$ cat config.mk
export PLATFORM = sky130hd
export DESIGN_NAME = fetch_unit
export DESIGN_NICKNAME = d
export VERILOG_FILES = /design/src/rtl/fetch_pkg.sv /design/src/rtl/fetch_out_reg.sv /design/src/rtl/fetch_unit.sv
export SDC_FILE = /design/constraint.sdc
export NUM_CORES = 1
export LEC_CHECK = 0
export ABC_AREA = 1
export CAP_MARGIN = 20
export CORE_ASPECT_RATIO = 1.75
export CORE_MARGIN = 3
export CORE_UTILIZATION = 44
export CTS_CLUSTER_SIZE = 12
export DETAILED_ROUTE_END_ITERATION = 6
export PLACE_DENSITY_LB_ADDON = 0.12
export SLEW_MARGIN = 25
export SYNTH_ARGS = -nofsm -noshare
export SYNTH_HDL_FRONTEND = slang
export SYNTH_HIERARCHICAL = 1
export SYNTH_SLANG_ARGS = --single-unit
$ cat constraint.sdc
create_clock -name clk -period 2.4 [get_ports clk]
set_clock_uncertainty 0.2 [all_clocks]
set_input_delay 0.72 -clock clk [delete_from_list [all_inputs] [get_ports clk]]
set_output_delay 0.72 -clock clk [all_outputs]
set_load 0.01 [all_outputs]
$ cat src/rtl/fetch_pkg.sv
// rtl/fetch_pkg.sv - shared fetch/decode types, widths and opcode constants
package fetch_pkg;

  localparam int XLEN        = 32;
  localparam int INSTR_BYTES = 4;

  localparam logic [XLEN-1:0] NOP = 32'h0000_0013;  // addi x0, x0, 0

  localparam logic [6:0] OP_LUI    = 7'b0110111;
  localparam logic [6:0] OP_AUIPC  = 7'b0010111;
  localparam logic [6:0] OP_JAL    = 7'b1101111;
  localparam logic [6:0] OP_JALR   = 7'b1100111;
  localparam logic [6:0] OP_BRANCH = 7'b1100011;
  localparam logic [6:0] OP_LOAD   = 7'b0000011;
  localparam logic [6:0] OP_STORE  = 7'b0100011;
  localparam logic [6:0] OP_IMM    = 7'b0010011;
  localparam logic [6:0] OP_REG    = 7'b0110011;

  typedef enum logic [1:0] {
    IDLE = 2'd0,
    REQ  = 2'd1,
    WAIT = 2'd2
  } fetch_state_e;

  // Redirect targets from execute may carry junk in the low bits.
  function automatic logic [XLEN-1:0] align_pc(input logic [XLEN-1:0] pc);
    return {pc[XLEN-1:2], 2'b00};
  endfunction

endpackage

$ cat src/rtl/fetch_out_reg.sv
// rtl/fetch_out_reg.sv - one-entry valid/ready output buffer with flush
// Ports:
//   clk, rst            clock, synchronous active-high reset
//   flush               drop the buffered entry (wins over load and drain)
//   load, load_data     write a new entry (only issued while empty)
//   out_valid/out_ready downstream handshake, out_data buffered entry
module fetch_out_reg #(
  parameter int W = 64
) (
  input  logic         clk,
  input  logic         rst,
  input  logic         flush,
  input  logic         load,
  input  logic [W-1:0] load_data,
  output logic         out_valid,
  input  logic         out_ready,
  output logic [W-1:0] out_data
);

  always_ff @(posedge clk) begin
    if (rst) begin
      out_valid <= 1'b0;
      out_data  <= '0;
    end else if (flush) begin
      // A flush beats a same-cycle consume: the entry is discarded, not delivered.
      out_valid <= 1'b0;
    end else if (load) begin
      out_valid <= 1'b1;
      out_data  <= load_data;
    end else if (out_valid && out_ready) begin
      out_valid <= 1'b0;
    end
  end

endmodule

$ cat src/rtl/fetch_unit.sv
// rtl/fetch_unit.sv - instruction fetch stage: PC, imem request/response, decode output
// Ports:
//   clk, rst                        clock, synchronous active-high reset
//   imem_req_valid/ready, imem_addr instruction memory request channel
//   imem_rsp_valid, imem_rsp_data   one response per accepted request
//   redirect_valid, redirect_pc     PC override from execute
//   instr_valid/ready, instr,
//   instr_pc                        registered output to decode
module fetch_unit
  import fetch_pkg::*;
#(
  parameter logic [XLEN-1:0] RESET_PC = 32'h0000_0000
) (
  input  logic            clk,
  input  logic            rst,
  output logic            imem_req_valid,
  input  logic            imem_req_ready,
  output logic [XLEN-1:0] imem_addr,
  input  logic            imem_rsp_valid,
  input  logic [XLEN-1:0] imem_rsp_data,
  input  logic            redirect_valid,
  input  logic [XLEN-1:0] redirect_pc,
  output logic            instr_valid,
  input  logic            instr_ready,
  output logic [XLEN-1:0] instr,
  output logic [XLEN-1:0] instr_pc
);

  fetch_state_e    state, state_n;
  logic [XLEN-1:0] pc, pc_n;
  logic [XLEN-1:0] fetch_pc, fetch_pc_n;
  logic            squash, squash_n;
  logic            rsp_load;
  logic            req_fire;

  // Requests wait for an empty output register so only one fetch is ever in flight.
  assign imem_req_valid = (state == REQ) && !instr_valid;
  assign imem_addr      = pc;
  assign req_fire       = imem_req_valid && imem_req_ready;

  always_ff @(posedge clk) begin
    if (rst) begin
      state    <= IDLE;
      pc       <= RESET_PC;
      fetch_pc <= '0;
      squash   <= 1'b0;
    end else begin
      state    <= state_n;
      pc       <= pc_n;
      fetch_pc <= fetch_pc_n;
      squash   <= squash_n;
    end
  end

  always_comb begin
    state_n    = state;
    pc_n       = pc;
    fetch_pc_n = fetch_pc;
    squash_n   = squash;
    rsp_load   = 1'b0;
    case (state)
      IDLE: state_n = REQ;
      REQ: begin
        if (req_fire) begin
          fetch_pc_n = pc;
          pc_n       = pc + XLEN'(INSTR_BYTES);
          state_n    = WAIT;
          // The request already left with the old PC; its response must be dropped.
          if (redirect_valid) squash_n = 1'b1;
        end
      end
      WAIT: begin
        if (imem_rsp_valid) begin
          state_n  = REQ;
          squash_n = 1'b0;
          rsp_load = !squash && !redirect_valid;
        end else if (redirect_valid) begin
          squash_n = 1'b1;
        end
      end
      default: state_n = IDLE;
    endcase
    // Redirect target overrides the sequential increment.
    if (redirect_valid) pc_n = align_pc(redirect_pc);
  end

  fetch_out_reg #(
    .W(2 * XLEN)
  ) u_out (
    .clk       (clk),
    .rst       (rst),
    .flush     (redirect_valid),
    .load      (rsp_load),
    .load_data ({imem_rsp_data, fetch_pc}),
    .out_valid (instr_valid),
    .out_ready (instr_ready),
    .out_data  ({instr, instr_pc})
  );

endmodule

==> impl_metrics.json <==
{
  "yosysTopAreaCell": "dfxtp_1",
  "post-route-period-util_pct": 98.8,
  "whs_ps": 265,
  "grt_max_degree": 66,
  "maxCapViolations": 0,
  "wl_um": 16600,
  "final_cell_mix": "nand2_1 (178), nor2_1 (175), clkdlybuf4s50_1 (162)",
  "syn_area_per_cell_um2": 6.65,
  "vias": 5980,
  "cts_buffers": 17,
  "nNetsFinal": 1140,
  "cp_max_fo": 6,
  "yosysWarnings": 6,
  "final_common_cell": "nand2_1",
  "cts_root_buffer": "clkbuf_16",
  "start_kind": "flop",
  "synth_top_area_share_pct": 42.8,
  "outcome": "completed",
  "worstPathCellList": "clkdlybuf4s50_1",
  "dp_hpwl_um": 11800,
  "num_rows": 55,
  "worstPathRequired_ps": 1480,
  "drc": 0,
  "cp_slowest_cell": "clkdlybuf4s50_1",
  "syn_to_final_growth_pct": 43.8,
  "synthCells": 900,
  "cp.arrival_ps": 1450,
  "final.setup.tns_ps": 0,
  "die_y_um": 160,
  "synthArstFlopShare_pct": 0,
  "synth_area_leaders": "dfxtp_1 (43%), nand2_1 (11%), nor2_1 (11%)",
  "synth_edf_count": 0,
  "hold_viol": 0,
  "p_leak_nw": 3.51,
  "cts.path.max_buffers": 2,
  "drive_above_1_share_pct": 7.76,
  "first_pass_iters": 5,
  "crit_path_max_incr_delay_ps": 590,
  "crit_buf_inv": 1,
  "ys_seq_area_share_pct": 42.8,
  "max_clock_freq_ghz": 0.422,
  "avgViaCountPerCell": 4.77,
  "grt_overflow": 0,
  "htreeDepth": 4,
  "grt_pass1_vias": 5656,
  "cts.sinks": 128,
  "ys_ff_latch": 128,
  "hold_path.class": "flop to flop",
  "grt_use_total_pct": 22.7,
  "port_buffers": 163,
  "die_x_um": 94.2,
  "routabilityCongestion": 0.958,
  "cts.clk_slew.worst_paths_ps": 60,
  "start_util_pct": 45.5,
  "peakVddDrop_mv": 0.531,
  "setup_viol": 0,
  "drt_iter0_drc": 282,
  "rsz0062_at_grt": "no",
  "cts_tree": "yes",
  "synth_area_um2": 5980,
  "worst_skew_pair.late_latency_ps": 410,
  "ctsHoldBuffers": 0,
  "path_class": "flop to primary output",
  "end_kind": "primary output",
  "dieArea_um2": 15100,
  "synth.distinct_cells": 26,
  "slew_viol_final": 0,
  "post_drt_wl_per_cell_um": 13.3,
  "core_region_area_um2": 13100,
  "ys.flop_type": "dfxtp_1",
  "p_per_area_nw_per_um2": 677,
  "antenna_cells": 0,
  "ant_nets": 0,
  "fin_crit_ps": 2370,
  "io_pins": 168,
  "grt_pass1_wl_um": 27000,
  "antenna_found_initial": 0,
  "cp_top_family": "buffers and inverters"
}
[final timing paths]
check | start | end | slack [ps] | depth (start not counted)
worst min register to register | fetch_pc[30] | fetch_pc[30] | 260 | 2
worst max-delay path | imem_addr[14] | imem_addr[14] | 30 | 1
worst max register to register | imem_addr[2] | imem_addr[22] | 390 | 9
worst min-delay path | fetch_pc[30] | fetch_pc[30] | 260 | 2
[metal layers]
metal | part of all wire, % | track usage [%] | routed length (um)
met5 | 0 | 0 | 0
met3 | 6.0 | 4.62 | 1010
met2 | 51 | 40.0 | 8460
met1 | 41 | 26.3 | 6800
met4 | 2.2 | 8.81 | 366
[metrics by stage]
stage / util [%] / std cells / power, mW / instance area [um2] / setup WS, ps
final: 65.5 / 1253 / 5.82 / 8600 / 28.7
after global routing: 65.5 / 1253 / 6.05 / 8600 / 4.47
after CTS: 65.4 / 1253 / 5.89 / 8600 / 22.7
after detailed placement: 60.3 / 1221 / 2.94 / 7920 / -126
after global placement: 60.3 / 1221 / 2.93 / 7920 / -103
after floorplan: - / 903 / 2.62 / 6000 / 5.35
[sequential cells by signal, summed over array words and instances (netlist names)]
| name | count |
|---|---|
| fetch_pc | 30 |
| imem_addr | 30 |
| squash | 1 |
| state | 2 |
| u_out/out_data | 64 |
| u_out/out_valid | 1 |
[cells by family after synthesis]
kind of cell | after synthesis | synth area share (%)
adder cells (fa/ha/maj) | 1 | 0.209
buffers and inverters | 178 | 13.3
other | 1 | 0.0627
flip-flops | 128 | 42.8
AO/OA/AOI/OAI | 115 | 9.81
AND/OR/NAND/NOR | 464 | 31.9
XOR/XNOR | 13 | 1.90
[Yosys cell counts, types with 2 or more instances]
master      n
inv_2       5
inv_1     124
clkbuf_1   14
o21ai_0    56
nor2_1    176
buf_4       4
a21oi_1    53
buf_6      12
nand2_1   178
dfxtp_1   128
nor3_1      2
nand4_1     3
nor2_2      6
a31oi_1     4
nand3_1    96
xor2_1     12
buf_2      18
[power by group]
part           internal, mW  switching [mW]  total, mW
logic                 0.313           0.303      0.616
registers              2.21          0.0701       2.28
clock network          1.97           0.952       2.93
total                  4.50            1.32       5.82
[area by class of cell]
class | instances | area [um2]
clock inverter | 14 | 238
inverter | 129 | 484
clock buffer | 18 | 439
tap | 171 | 214
timing repair buffer | 196 | 2020
multi-input combinational | 597 | 2650
fill | 1254 | 4540
sequential | 128 | 2570
[what timing repair did]
action,in CTS,in global routing
buffers inserted,0,0
endpoints found under the setup margin,3,1
resized for setup,4,1
(Power assumes the default switching activity.)
